[config.mk]
export PLATFORM = sky130hd
export DESIGN_NAME = seq_detector_prog
export DESIGN_NICKNAME = d
export VERILOG_FILES = /design/src/rtl/seqdet_pkg.sv /design/src/rtl/seqdet_history.sv /design/src/rtl/seq_detector_prog.sv
export SDC_FILE = /design/constraint.sdc
export NUM_CORES = 1
export LEC_CHECK = 0
export ABC_AREA = 1
export CAP_MARGIN = 10
export CORE_MARGIN = 2
export CORE_UTILIZATION = 30
export DETAILED_ROUTE_END_ITERATION = 8
export DONT_BUFFER_PORTS = 1
export PLACE_DENSITY_LB_ADDON = 0.1
export SLEW_MARGIN = 20
export SYNTH_ARGS = -nofsm -noshare
export SYNTH_HDL_FRONTEND = slang
export SYNTH_SLANG_ARGS = --single-unit
[constraint.sdc]
create_clock -name clk -period 3.35 [get_ports clk]
set_input_delay 0.8375 -clock clk [delete_from_list [all_inputs] [get_ports clk]]
set_output_delay 0.8375 -clock clk [all_outputs]
set_load 0.05 [all_outputs]
[src/rtl/seqdet_pkg.sv]
// Shared types and helpers for the programmable serial pattern detector.
package seqdet_pkg;

  typedef enum logic {S_IDLE, S_RUN} state_e;

  // Widest mask the helper can build; MAX_LEN must not exceed this.
  localparam int unsigned MASK_W = 32;

  function automatic int len_w(input int max_len);
    return $clog2(max_len + 1);
  endfunction

  function automatic logic [MASK_W-1:0] len_mask(input int unsigned len);
    logic [MASK_W-1:0] m;
    m = '0;
    for (int unsigned i = 0; i < MASK_W; i++) begin
      if (i < len) m[i] = 1'b1;
    end
    return m;
  endfunction

endpackage

[src/rtl/seqdet_history.sv]
// Serial history shift register (newest bit in hist[0]) with a saturating fill count.
module seqdet_history #(
  parameter int MAX_LEN = 8,
  parameter int FILL_W  = 4
) (
  input  logic               clk,
  input  logic               reset,
  input  logic               clear,
  input  logic               shift,
  input  logic               fill_clr,
  input  logic               x,
  output logic [MAX_LEN-1:0] hist,
  output logic [FILL_W-1:0]  fill
);

  always_ff @(posedge clk) begin
    if (reset || clear) begin
      hist <= '0;
      fill <= '0;
    end else if (shift) begin
      hist <= {hist[MAX_LEN-2:0], x};
      // Non-overlapping match restarts the count; stale hist bits are masked by fill.
      if (fill_clr)
        fill <= '0;
      else if (fill != FILL_W'(MAX_LEN))
        fill <= fill + 1'b1;
    end
  end

endmodule

[src/rtl/seq_detector_prog.sv]
// Runtime-programmable serial pattern detector with registered 1-cycle match pulse z.
// Optional saturating match counter built when SEQDET_COUNT_EN is defined.
module seq_detector_prog
  import seqdet_pkg::*;
#(
  parameter  int MAX_LEN = 8,
  parameter  int CNT_W   = 8,
  localparam int LEN_W   = len_w(MAX_LEN)
) (
  input  logic               clk,
  input  logic               reset,
  input  logic               cfg_load,
  input  logic [MAX_LEN-1:0] pat,
  input  logic [LEN_W-1:0]   pat_len,
  input  logic               overlap,
  input  logic               in_valid,
  input  logic               x,
  output logic               z,
  output logic               armed
`ifdef SEQDET_COUNT_EN
  ,
  output logic [CNT_W-1:0]   match_cnt
`endif
);

  state_e             state;
  logic [MAX_LEN-1:0] pat_q;
  logic [LEN_W-1:0]   len_q;
  logic               overlap_q;

  logic [MAX_LEN-1:0] hist;
  logic [LEN_W-1:0]   fill;
  logic [MAX_LEN-1:0] next_hist;
  logic [LEN_W:0]     fill_inc;
  logic [MASK_W-1:0]  mask;
  logic               sample;
  logic               len_legal;
  logic               match;

  // A config load in the same cycle wins over the data bit.
  assign sample    = in_valid && !cfg_load;
  assign len_legal = (pat_len != '0) && (pat_len <= LEN_W'(MAX_LEN));

  always_comb begin
    next_hist = (hist << 1) | MAX_LEN'(x);
    fill_inc  = {1'b0, fill} + 1'b1;
    mask      = len_mask(32'(len_q));
    match     = (state == S_RUN) && sample
             && (fill_inc >= {1'b0, len_q})
             && ((MASK_W'(next_hist) & mask) == (MASK_W'(pat_q) & mask));
  end

  seqdet_history #(
    .MAX_LEN (MAX_LEN),
    .FILL_W  (LEN_W)
  ) u_history (
    .clk      (clk),
    .reset    (reset),
    .clear    (cfg_load),
    .shift    (sample),
    .fill_clr (match && !overlap_q),
    .x        (x),
    .hist     (hist),
    .fill     (fill)
  );

  always_ff @(posedge clk) begin
    if (reset) begin
      state     <= S_IDLE;
      pat_q     <= '0;
      len_q     <= '0;
      overlap_q <= 1'b0;
      z         <= 1'b0;
      armed     <= 1'b0;
    end else if (cfg_load) begin
      pat_q     <= pat;
      len_q     <= pat_len;
      overlap_q <= overlap;
      z         <= 1'b0;
      state     <= len_legal ? S_RUN : S_IDLE;
      armed     <= len_legal;
    end else begin
      z <= match;
    end
  end

`ifdef SEQDET_COUNT_EN
  always_ff @(posedge clk) begin
    if (reset || cfg_load)
      match_cnt <= '0;
    else if (z && (match_cnt != '1))
      match_cnt <= match_cnt + 1'b1;
  end
`endif

endmodule

==> metrics <==
status finished clean; # Max-Cap Violations 0; Rel. slew slack a little over half; Post-CTS Resized 0; Pwr Density about 420 nW/um^2; post-DP HPWL 2520 um; largest net degree at the start of global routing 24; multi-input logic area 726 sq um; Post-synth EDFFs 0; antenna-violating nets left 0; Synthesis Warnings 0; core area around 4400 sq um; TritonCTS clock tree yes; die area about 5200 sq um; initial antenna violation count 0; # DRC 0; Max clock buf depth 2; WP data required 3.57 ns; cells after synthesis 207; CP cell instances ha_1 > xor2_1 > ha_1 > nand2_1 > nand3b_1 > nand3b_1 > nand2_1 > nor2_4 > nand2_4 > nand2_4 > nand2_2 > nand2_1 > nand2_1 > nor2_1; Main synth FF type dfxtp_1; min Tclk post-route ~2.1 ns; n_diodes 0; TritonRoute pass-1 iters 4; CTS buffer count 3; synth-to-layout area growth 7.43%; IO Port Bufs 0; Least-Margin Pin Slew around 0.7 ns; Avg Cell Area, Syn approximately 6.8 sq um; Synth top area share a little under two fifths; DR iter-0 viols 24; Critical Path Source Type flop; IO Pins 20; unrepaired setup endpoints after global routing false; first-pass GRT wire length 5530 um; WHS around 0.47 ns; routed vias between 1,000 and 1,500; All-Layer GR Usage 13.8%; max incr delay on CP between 0.3 and 0.4 ns; root buf cell clkbuf_8; top cells by count, synth 53 x nand2_1, 29 x inv_1, 26 x dfxtp_1, 20 x a21oi_1, 20 x o21ai_0; fin crit share just over 60%; Clock Skew roughly 0.0036 ns; share of layout cells above drive strength 1 10.1%; ranking of synthesized cells by area dfxtp_1 37%, nand2_1 14%, inv_1 7.8%; cell taking the most area after synthesis dfxtp_1; final core utilization between 30% and 40%; #FFs+latches synth 26; final cell count without fillers ~260; Synth Cell Area ~1400 sq um; DR vias/cell between 4 and 5; final setup TNS 0 ns; GPL Wtd Cong about 0.76; # hold bufs at CTS 0; fraction of registers with async set/reset 0%; critical path data arrival time 2.31 ns; count leader, synth nand2_1; critical path peak fanout 5; P_leak 0.683 nW; Die Height 72.3 um; total congestion overflow 0; Total Power 637 uW; Hold/Removal Path Class reg -> reg; Initial Util between 30% and 40%; mean routed wirelength per cell 12.2 um; chip width between 70 and 80 um; Worst-path clk slew about 0.090 ns; Critical-path top delay cell dfxtp_1; Cells after DPL about 260; Max Freq about 0.48 GHz; Clock Sinks 26; post-CTS setup buffer count 0; endpoints failing hold 0; clk_lat worst skew 0.27 ns; final net count 232; post-synthesis cell type count 24; syn_nets between 200 and 250; Worst VDD drop about 0.00017 V; CP endpoint kind flop; DRT Wirelength around 3200 um; vias in the first global route 1,194; Finish-stage setup viols 0; row count 24; CP most frequent cell nand2_1; worst setup path category reg -> reg; # fillers ~480; FF/Latch Area approximately 520 sq um; Final Max Tran Viols 0; total number of H-tree levels 1; Seq/Total Area, Yosys approximately 37%
-- per-stage QoR --
step / cell area (sq um) / setup slack, ns
final: 1500 / 1.26
after global routing: 1500 / 1.07
after CTS: 1500 / 1.24
after detailed placement: 1450 / 1.19
after global placement: 1450 / 1.24
after floorplan: 1400 / 1.48
-- routing by layer --
| metal | track usage (%) | part of all wire, % |
|---|---|---|
| met1 | 16.6 | 46 |
| met2 | 24.0 | 50 |
| met3 | 3.75 | 3.1 |
| met4 | 4.40 | 1.1 |
| met5 | 0 | 0 |
-- flip-flops by register name, indices dropped and copies added, names as in the netlist --
| register | count |
|---|---|
| pat_q | 8 |
| u_history.fill | 4 |
| len_q | 4 |
| overlap_q | 1 |
| u_history.hist | 7 |
| armed | 1 |
| z | 1 |
-- where the power goes --
part / total (mW) / switching (mW) / internal (mW)
clock network: 0.210 / 0.105 / 0.105
registers: 0.339 / 0.0145 / 0.325
logic: 0.0879 / 0.0574 / 0.0305
total: 0.637 / 0.177 / 0.460
-- cells in the final DEF, fill, tap and decap left out --
cell and n:
nand2_1 53, inv_1 29, dfxtp_1 26, o21ai_0 20, a21oi_1 20, nor2_1 13, nand3_1 8, inv_2 6
ha_1 6, nor2_2 5, clkbuf_8 4, nand2_4 3, xor2_1 2, nand3b_1 2, nand2_2 2, nor2_4 1
a21boi_0 1, clkinv_1 1, nand4_1 1, a211oi_1 1, nor3_1 1, o41ai_1 1, o22ai_1 1
-- final cells by class --
type,instances,share of cell area (%)
tap,52,4.33
sequential,26,34.7
clock buffer,4,3.67
inverter,36,9.00
multi-input combinational,141,48.3
-- kinds of logic after synthesis --
group           share of synthesized area [%]
compound gates                           16.5
xor+xnor                                 1.25
fa+ha+maj                                5.37
buf+inv                                  10.8
flops                                    37.2
simple gates                             28.8
-- critical path, delay by kind of cell (launching register included) --
| family | cells | cell delay [ns] |
|---|---|---|
| XOR/XNOR | 1 | 0.17 |
| adder cells (fa/ha/maj) | 2 | 0.55 |
| flip-flops | 1 | 0.37 |
| AND/OR/NAND/NOR | 11 | 0.93 |
-- worst paths after layout --
check / cells after the start / end / slack [ns] / start
hold / removal: 2 / pat_q[7] / 0.47 / pat_q[7]
setup / recovery: 14 / u_history.fill[3] / 1.26 / u_history.fill[0]
hold reg to reg: 2 / pat_q[7] / 0.47 / pat_q[7]
setup reg to reg: 14 / u_history.fill[3] / 1.26 / u_history.fill[0]
No activity file was read; power rests on OpenSTA's default activity.
